`src/rtl/uart_rx_ovs.sv`:
```
// uart_rx_ovs: oversampled UART receiver (2-flop synced line, mid-bit sampling); define UART_RX_PARITY_EN for a parity bit.
// Latency: rx_valid rises 1 clock after the sample_tick that takes the final stop-bit sample.
// Backpressure: one output word held until rx_ready; a newer word overwrites it and pulses overrun.
module uart_rx_ovs #(
    parameter int DATA_BITS  = 8,
    parameter int OVERSAMPLE = 16,
    parameter int STOP_BITS  = 1,
    parameter int PARITY_ODD = 0
) (
    input  logic                 clock,
    input  logic                 reset,
    input  logic                 sample_tick,
    input  logic                 rx_in,
    input  logic                 rx_ready,
    output logic [DATA_BITS-1:0] rx_data,
    output logic                 rx_valid,
    output logic                 frame_err,
    output logic                 parity_err,
    output logic                 overrun,
    output logic                 busy
);

    localparam int TCW = $clog2(OVERSAMPLE);
    localparam int BCW = $clog2(DATA_BITS);
    localparam logic [TCW-1:0] TICK_MID  = TCW'(OVERSAMPLE / 2 - 1);
    localparam logic [TCW-1:0] TICK_LAST = TCW'(OVERSAMPLE - 1);
    localparam logic [BCW-1:0] DATA_LAST = BCW'(DATA_BITS - 1);
    localparam logic [BCW-1:0] STOP_LAST = BCW'(STOP_BITS - 1);

    if (DATA_BITS < 5 || DATA_BITS > 9 || OVERSAMPLE < 4 || OVERSAMPLE > 32 ||
        (OVERSAMPLE % 2) != 0 || (STOP_BITS != 1 && STOP_BITS != 2) ||
        (PARITY_ODD != 0 && PARITY_ODD != 1)) begin : g_bad_param
        $error("uart_rx_ovs: illegal parameter value");
    end

    typedef enum logic [2:0] {
        IDLE   = 3'd0,
        START  = 3'd1,
        DATA   = 3'd2,
`ifdef UART_RX_PARITY_EN
        PARITY = 3'd3,
`endif
        STOP   = 3'd4
    } state_t;

    state_t               state, state_nxt;
    logic                 sync_ff1, rxs;
    logic [TCW-1:0]       tick_cnt, tick_cnt_nxt;
    logic [BCW-1:0]       bit_cnt, bit_cnt_nxt;
    logic [DATA_BITS-1:0] shreg, shreg_nxt;
    logic                 ferr_pend, ferr_nxt;
    // armed: line has been seen high in IDLE, so a low sample is a genuine falling edge
    logic                 armed, armed_nxt;
    logic                 word_done, done_nxt;
`ifdef UART_RX_PARITY_EN
    logic                 par_bit, par_nxt;
    logic                 perr_calc;
`endif

    assign busy = (state != IDLE);

    // two-flop synchronizer on the raw line; resets to the idle level
    always_ff @(posedge clock or posedge reset) begin
        if (reset) begin
            sync_ff1 <= 1'b1;
            rxs      <= 1'b1;
        end else begin
            sync_ff1 <= rx_in;
            rxs      <= sync_ff1;
        end
    end

    // FSM state, counters and shift register
    always_ff @(posedge clock or posedge reset) begin
        if (reset) begin
            state     <= IDLE;
            tick_cnt  <= '0;
            bit_cnt   <= '0;
            shreg     <= '0;
            ferr_pend <= 1'b0;
            armed     <= 1'b0;
            word_done <= 1'b0;
`ifdef UART_RX_PARITY_EN
            par_bit   <= 1'b0;
`endif
        end else begin
            state     <= state_nxt;
            tick_cnt  <= tick_cnt_nxt;
            bit_cnt   <= bit_cnt_nxt;
            shreg     <= shreg_nxt;
            ferr_pend <= ferr_nxt;
            armed     <= armed_nxt;
            word_done <= done_nxt;
`ifdef UART_RX_PARITY_EN
            par_bit   <= par_nxt;
`endif
        end
    end

    // next-state logic: everything advances only on sample_tick
    always_comb begin
        state_nxt    = state;
        tick_cnt_nxt = tick_cnt;
        bit_cnt_nxt  = bit_cnt;
        shreg_nxt    = shreg;
        ferr_nxt     = ferr_pend;
        armed_nxt    = armed;
        done_nxt     = 1'b0;
`ifdef UART_RX_PARITY_EN
        par_nxt      = par_bit;
`endif
        if (sample_tick) begin
            case (state)
                IDLE: begin
                    if (rxs) begin
                        armed_nxt = 1'b1;
                    end else if (armed) begin
                        state_nxt    = START;
                        tick_cnt_nxt = '0;
                        armed_nxt    = 1'b0;
                    end
                end
                START: begin
                    if (tick_cnt == TICK_MID) begin
                        if (rxs) begin
                            state_nxt = IDLE;
                        end else begin
                            state_nxt    = DATA;
                            tick_cnt_nxt = '0;
                            bit_cnt_nxt  = '0;
                            ferr_nxt     = 1'b0;
                        end
                    end else begin
                        tick_cnt_nxt = tick_cnt + 1'b1;
                    end
                end
                DATA: begin
                    if (tick_cnt == TICK_LAST) begin
                        tick_cnt_nxt = '0;
                        shreg_nxt    = {rxs, shreg[DATA_BITS-1:1]};
                        if (bit_cnt == DATA_LAST) begin
                            bit_cnt_nxt = '0;
`ifdef UART_RX_PARITY_EN
                            state_nxt   = PARITY;
`else
                            state_nxt   = STOP;
`endif
                        end else begin
                            bit_cnt_nxt = bit_cnt + 1'b1;
                        end
                    end else begin
                        tick_cnt_nxt = tick_cnt + 1'b1;
                    end
                end
`ifdef UART_RX_PARITY_EN
                PARITY: begin
                    if (tick_cnt == TICK_LAST) begin
                        tick_cnt_nxt = '0;
                        par_nxt      = rxs;
                        state_nxt    = STOP;
                    end else begin
                        tick_cnt_nxt = tick_cnt + 1'b1;
                    end
                end
`endif
                STOP: begin
                    if (tick_cnt == TICK_LAST) begin
                        tick_cnt_nxt = '0;
                        if (!rxs) begin
                            ferr_nxt = 1'b1;
                        end
                        // leave at the last stop sample so a following start edge is not missed
                        if (bit_cnt == STOP_LAST) begin
                            bit_cnt_nxt = '0;
                            state_nxt   = IDLE;
                            done_nxt    = 1'b1;
                        end else begin
                            bit_cnt_nxt = bit_cnt + 1'b1;
                        end
                    end else begin
                        tick_cnt_nxt = tick_cnt + 1'b1;
                    end
                end
                default: state_nxt = IDLE;
            endcase
        end
    end

`ifdef UART_RX_PARITY_EN
    assign perr_calc = (^shreg) ^ par_bit ^ (PARITY_ODD != 0);
`else
    assign parity_err = 1'b0;
`endif

    // output register: load on completion, drop on acceptance, flag overwrite of an unaccepted word
    always_ff @(posedge clock or posedge reset) begin
        if (reset) begin
            rx_data    <= '0;
            rx_valid   <= 1'b0;
            frame_err  <= 1'b0;
            overrun    <= 1'b0;
`ifdef UART_RX_PARITY_EN
            parity_err <= 1'b0;
`endif
        end else begin
            overrun <= 1'b0;
            if (word_done) begin
                rx_data    <= shreg;
                frame_err  <= ferr_pend;
                rx_valid   <= 1'b1;
                overrun    <= rx_valid & ~rx_ready;
`ifdef UART_RX_PARITY_EN
                parity_err <= perr_calc;
`endif
            end else if (rx_valid && rx_ready) begin
                rx_valid <= 1'b0;
            end
        end
    end

endmodule

```
`config.mk`:
```
export PLATFORM = sky130hd
export DESIGN_NAME = uart_rx_ovs
export DESIGN_NICKNAME = d
export VERILOG_FILES = /design/src/rtl/uart_rx_ovs.sv
export SDC_FILE = /design/constraint.sdc
export NUM_CORES = 1
export LEC_CHECK = 0
export CAP_MARGIN = 10
export CORE_MARGIN = 10
export CORE_UTILIZATION = 40
export DETAILED_ROUTE_END_ITERATION = 8
export PLACE_DENSITY = 0.67
export SETUP_SLACK_MARGIN = 0.02
export SLEW_MARGIN = 20
export SYNTH_ARGS = -nofsm -noshare
export SYNTH_HDL_FRONTEND = slang
export SYNTH_SLANG_ARGS = --single-unit
```
`constraint.sdc`:
```
create_clock -name clock -period 2.3 [get_ports clock]
set_clock_uncertainty 0.05 [all_clocks]
set_input_delay 0.345 -clock clock [delete_from_list [all_inputs] [get_ports clock]]
set_output_delay 0.345 -clock clock [all_outputs]
set_load 0.005 [all_outputs]
```
==> Yosys cells after proc, flatten, opt, wreduce, memory -nomap -nowiden <==
Cells that the tools add are included.
{ "classes": {"add_sub_neg": 2, "muxes": 35, "bitwise_logic": 2, "n_reduce_logical": 15, "eq_ne": 16} }
{ "op_table": {"columns": ["operator", "count"], "rows": [
  ["two-way mux 3 bit", 13],
  ["two-way mux 4 bit", 5],
  ["!= test 2 bit, second input constant", 9],
  ["two-way mux 1 bit", 12],
  ["case mux 3 bit (4 select lines)", 1],
  ["case mux 4 bit (3 select lines)", 1],
  ["AND reduction 6 bit", 2],
  ["case mux 3 bit (3 select lines)", 1],
  ["nonzero test 3 bit", 3],
  ["AND reduction 8 bit", 1],
  ["== test 3 bit, second input constant", 2],
  ["logical NOT 3 bit", 2],
  ["AND reduction 5 bit", 1],
  ["adder 4 x 1 -> 4 bit, second input constant", 1],
  ["== test 4 x 3 -> 1 bit, second input constant", 1],
  ["== test 4 bit, second input constant", 1],
  ["nonzero test 2 bit", 2],
  ["adder 3 x 1 -> 3 bit, second input constant", 1],
  ["== test 3 x 1 -> 1 bit, second input constant", 1],
  ["== test 3 x 2 -> 1 bit, second input constant", 1],
  ["!= test 3 bit, second input constant", 1],
  ["AND reduction 3 bit", 1],
  ["two-way mux 2 bit", 1],
  ["case mux 1 bit (2 select lines)", 1],
  ["5 further kinds", 5]
]} }
{ "totals": {"out_inout_bits": 13, "wordCells": 83, "regBits": 34, "inputBits": 5} }

==> Longest topological paths before layout <==
Gate-level depths: netlist (run 1).
{ "logic_depth": {"word_depth": 5, "mapped_depth": 6, "ltp_nobuf": 6} }

==> Worst setup path after synthesis (run 1) <==
Ideal clock, no wire load.
{ "synth_timing": {"kind": "register -> register", "start": "register tick_cnt[0]", "end": "register bit_cnt[0]", "slack_ns": 0.611, "t_arrival_ns": 1.514, "path_buffers": 0, "setup_time_ns": 0.125, "synth_period_minus_slack_ns": 1.689, "stages_incl_launch_ff": 6, "required_ns": 2.125, "cell_sequence": "dfrtp_1 ha_1 and4b_1 and3_1 nor2_2 mux2_4"} }
{ "synth_via": {"elab_chain_len": 3, "elab_cells_between_ends": 6, "cone_classes": "eq/ne (5); reduce/logical (1)"} }
{ "synth_rtl": {"columns": ["element", "line_no", "rtl"], "rows": [
  ["start, declared", "48", "logic [TCW-1:0] tick_cnt, tick_cnt_nxt;"],
  ["start signal, assigned", "88", "tick_cnt <= tick_cnt_nxt;"],
  ["== test 4 bit / == test 4 x 3 -> 1 bit (equally long branches)", "138, 167, 124", null],
  ["!= test 2 bit (no source line)", null, null],
  ["AND reduction 6 bit (no source line) (*)", null, null],
  ["end signal, assigned", "89", "bit_cnt <= bit_cnt_nxt;"],
  ["end, declared", "49", "logic [BCW-1:0] bit_cnt, bit_cnt_nxt;"]
]} }
Every way passes the cells marked *; elsewhere a longest branch is shown, timed or not.
A chain may end at the register's enable or synchronous reset.

==> Worst setup path in the final report (run 1) <==
{ "layout_timing": {"start": "register state[1]", "end": "output busy"} }
{ "layout_via": {"elab_chain_len": 1} }
{ "layout_rtl": {"columns": ["element", "line_no", "rtl"], "rows": [
  ["start, declared", "46", "state_t state, state_nxt;"],
  ["start signal, assigned", "87", "state <= state_nxt;"],
  ["nonzero test 3 bit", "60", "assign busy = (state != IDLE);"],
  ["end, declared", "20", "output logic busy"]
]} }
Every way passes these cells.

==> results summary, run 1 <==
Global routing finished with a remaining overflow of 0. The TritonCTS buffer count is 5. The worst path needs 2.17 ns of the cycle, external delays included. The combinational share of power came out at 18.6%.

The run finished with clean final reports. The setup TNS came out at 0 ns. The clock latency at the later pin of the worst-skew pair came out at 0.29 ns. The final RePlAce weighted congestion is 0.856. The net count of the finished layout is 160. The final critical-path share of the clock period is 94.4%. Wires add up to 2.93 mm. The buffer type at the clock tree root is sky130_fd_sc_hd__clkbuf_8.

The total power density per cell area is 760 mW/mm2. The first global-routing pass estimated 5.18 mm of wire. The total core area came out at 0.00394 mm2. The die area came out at 0.00697 mm2. In the synthesized netlist, the cells that appear most often are 32 x sky130_fd_sc_hd__dfrtp_1, 17 x sky130_fd_sc_hd__mux2_2, 9 x sky130_fd_sc_hd__inv_1. The number of vias per cell after detailed routing came out at 5.17. The summed area of non-filler cells in the final layout is 0.00191 mm2. The fraction of the yosys area taken by sequential cells came out at 53.0%. The number of pins with negative max-slew slack in the final report is 0.

In this run the critical register-to-register path is launched from state[1]$_DFFE_PP0P_. Synthesis instantiated 47 different standard cells from the library. The share of total power dissipated in the clock network is 31.5%. The initial antenna violation count was 0.

The largest voltage drop on the vdd net came out at 0.401 mV. The worst setup path is of the reg2out kind. The first-pass iteration count of the detailed router is 4. Setup repair after global routing left no endpoint under its margin. The H-tree level count came out at 2. Counting flops with an async set or reset pin after synthesis yields a share of 100%.

The synthesized design contains 0 enable-type register cells. The proportion of netlist area held by the largest area contributor is 49.7%. The total of endpoints with negative setup slack in the final report came out at 0.

When the netlist entered floorplanning its net count stood at 141. The path class of the lowest-slack min-delay path is reg2reg. The data arrival time of the worst path came out at 1.78 ns. Setup slack on the worst reg-to-reg path comes out at 0.46 ns. The net switching power is 0.000423 W. The biggest cell delay along the critical path is 0.53 ns. The hold path startpoint is sync_ff1$_DFF_PP1_.

Port buffering added 16 buffers. The via count of the first global-routing pass came out at 1105. The worst setup path is captured at an output pin. Gates resized during post-CTS repair numbered 0. The number of filler instances in the final layout came out at 344. The required time of the critical path is 1.90 ns. The achievable clock frequency came out at 0.461 GHz. The number of vias after detailed routing is 1045. In the final routed layout, each cell accounts on average for 14.5 um. The detailed-route DRC error count is 0.

The hold violation count in the final report is 0. The synthesis-to-layout area growth came out at 18.2%. The global-route usage over all layers came out at 9.06%. A synthesized cell averages 12.2 um2. STA classifies the critical path startpoint as a register. The prevailing post-synth register cell is sky130_fd_sc_hd__dfrtp_1. For this configuration, the core starts out at a cell density of 40.9%.

The slowest stage of the critical path is the sky130_fd_sc_hd__dfrtp_1 cell. The x dimension of the die is 83.5 um. Along the worst path, the maximum fanout reaches 12. Measured in cells, the most critical reg-to-reg path has a length of 3. The die is 83.5 um tall. TritonCTS built the clock tree. The sink count of the clock tree came out at 34.

The register share of total power is 49.8%. In the final layout, flip-flops and latches occupy 853 um2. The worst register-to-register path ends at shreg[4]$_DFFE_PP0P_. The HPWL after detailed placement is 2.16 mm. The number of standard cells after synthesis is 132.

The clock-pin slew of the registers on the worst-case setup and hold paths came out at 0.07 ns. Entering global routing, the biggest net connects 35 pins. The hold-critical path depth is 0. The internal power of the cells totals 0.00103 W. Yosys printed 0 warnings.

Yosys attributes the largest share of cell area to sky130_fd_sc_hd__dfrtp_1 50%, sky130_fd_sc_hd__mux2_2 12%, sky130_fd_sc_hd__dfstp_2 3.3%. The placement-stage cell area came out at 0.00181 mm2. The area of the mapped netlist is 0.00161 mm2. The number of buffers on the longest clock path came out at 2. The post-route antenna net violation count is 0. The worst hold path terminates at rxs$_DFF_PP1_. The multi-input combinational cells in the finished layout cover a total of 693 um2. The count of max-cap constraint violations came out at 0. The number of buffers added for setup after CTS is 0. The post-synthesis sequential element count came out at 34. The layout cell share with drive strength beyond 1 is 23.7%. After the first detailed-routing iteration, the DRC count stood at 74.

The analysis attributes to cell leakage a power of 0.915 nW. The leading area contributor after synthesis is sky130_fd_sc_hd__dfrtp_1. The switching part of the total is 29.2%. The antenna diode count came out at 0. Yosys instantiated no cell more often than sky130_fd_sc_hd__dfrtp_1. The count of pins on the block boundary is 18. The count of hold buffers inserted by post-cts repair came out at 0. The standard-cell row count came out at 23. Traced cell by cell, the critical path runs through or3_1 -> clkdlybuf4s50_1.
==> power by group through the flow <==
stage          sequential, W  combinational (W)  clock (W)
4_1_cts             0.000718           0.000273   0.000476
6_report            0.000722           0.000270   0.000457
3_3_place_gp        0.000726           0.000265          0
2_1_floorplan       0.000692           0.000231          0
3_5_place_dp        0.000729           0.000271          0
5_1_grt             0.000729           0.000304   0.000506
==> worst max-delay path: cells and delay by family, from the launching register on <==
kind	cells	cell delay (ns)
buffers and inverters	1	0.48
flip-flops	1	0.53
AND/OR/NAND/NOR	1	0.48
==> through the flow <==
stage	worst slack [ns]	instances	utilization, %	total power, W	hold WS [ns]
floorplan	0.611	132	-	0.000923	0.295
global placement	0.319	194	45.9	0.000991	0.297
detailed placement	0.279	194	45.9	0.00100	0.298
CTS	0.120	202	48.3	0.00147	0.308
global route	0.0511	202	48.3	0.00154	0.319
finish	0.129	202	48.3	0.00145	0.310
==> state kept, by name, summed over array words and instances (netlist names) <==
signal and count:
armed 1, frame_err 1, bit_cnt 3, shreg 8
sync_ff1 1, ferr_pend 1, rx_data 8, overrun 1
rxs 1, state 3, rx_valid 1, word_done 1
tick_cnt 4
==> kinds of logic (layout without fill, tap and decap cells) <==
group	Yosys count	in the layout	synth area share (%)
flip-flops	34	34	53.0
multiplexers	24	24	17.0
AND/OR/NAND/NOR	35	35	13.2
XOR/XNOR	2	2	1.09
adder cells (fa/ha/maj)	4	4	3.11
buffers and inverters	14	34	4.04
other	1	1	0.233
AO/OA/AOI/OAI	18	18	8.39
==> metal layers <==
metal / up-vias / GRT usage (%) / share of wire, %
li1: 503 / - / -
met1: 524 / 9.76 / 42
met2: 16 / 15.3 / 52
met3: 2 / 4.10 / 4.7
met4: 0 / 3.20 / 0.65
met5: - / 0 / 0
==> layout make-up <==
type / instances / share of cell area [%]
sequential: 34 / 44.8
multi-input combinational: 84 / 36.4
timing repair buffer: 17 / 8.80
clock buffer: 6 / 4.33
tap: 50 / 3.28
inverter: 9 / 1.77
clock inverter: 2 / 0.657
==> placed cells by master, fill, tap and decap left out, drive strengths merged, types with 3 or more instances in the layout <==
master,synthesis,layout
dfrtp,32,32
mux2,21,21
clkdlybuf4s50,0,16
inv,9,9
nand2,6,6
clkbuf,1,6
nor3b,5,5
nor2,5,5
nand3,4,4
ha,4,4
o21ai,4,4
mux2i,3,3
and3,3,3
==> worst max-delay path by stage <==
stage / cells after the start / from / slack, ns / endpoint
4_1_cts: 2 / state[1]$_DFFE_PP0P_ / 0.12 / busy
2_1_floorplan: 5 / tick_cnt[0]$_DFFE_PP0P_ / 0.61 / bit_cnt[0]$_DFFE_PP0P_
6_report: 2 / state[1]$_DFFE_PP0P_ / 0.13 / busy
3_5_place_dp: 5 / sample_tick / 0.28 / bit_cnt[0]$_DFFE_PP0P_
5_1_grt: 2 / state[1]$_DFFE_PP0P_ / 0.05 / busy
3_3_place_gp: 5 / sample_tick / 0.32 / bit_cnt[0]$_DFFE_PP0P_
(Power assumes the default switching activity.)
==> inputs of run 2 (changes only) <==
Settings changed: CTS_CLUSTER_SIZE set to 20.
==> results of run 2 <==
Final layout, timing and power as in run 1 (identical DEF).
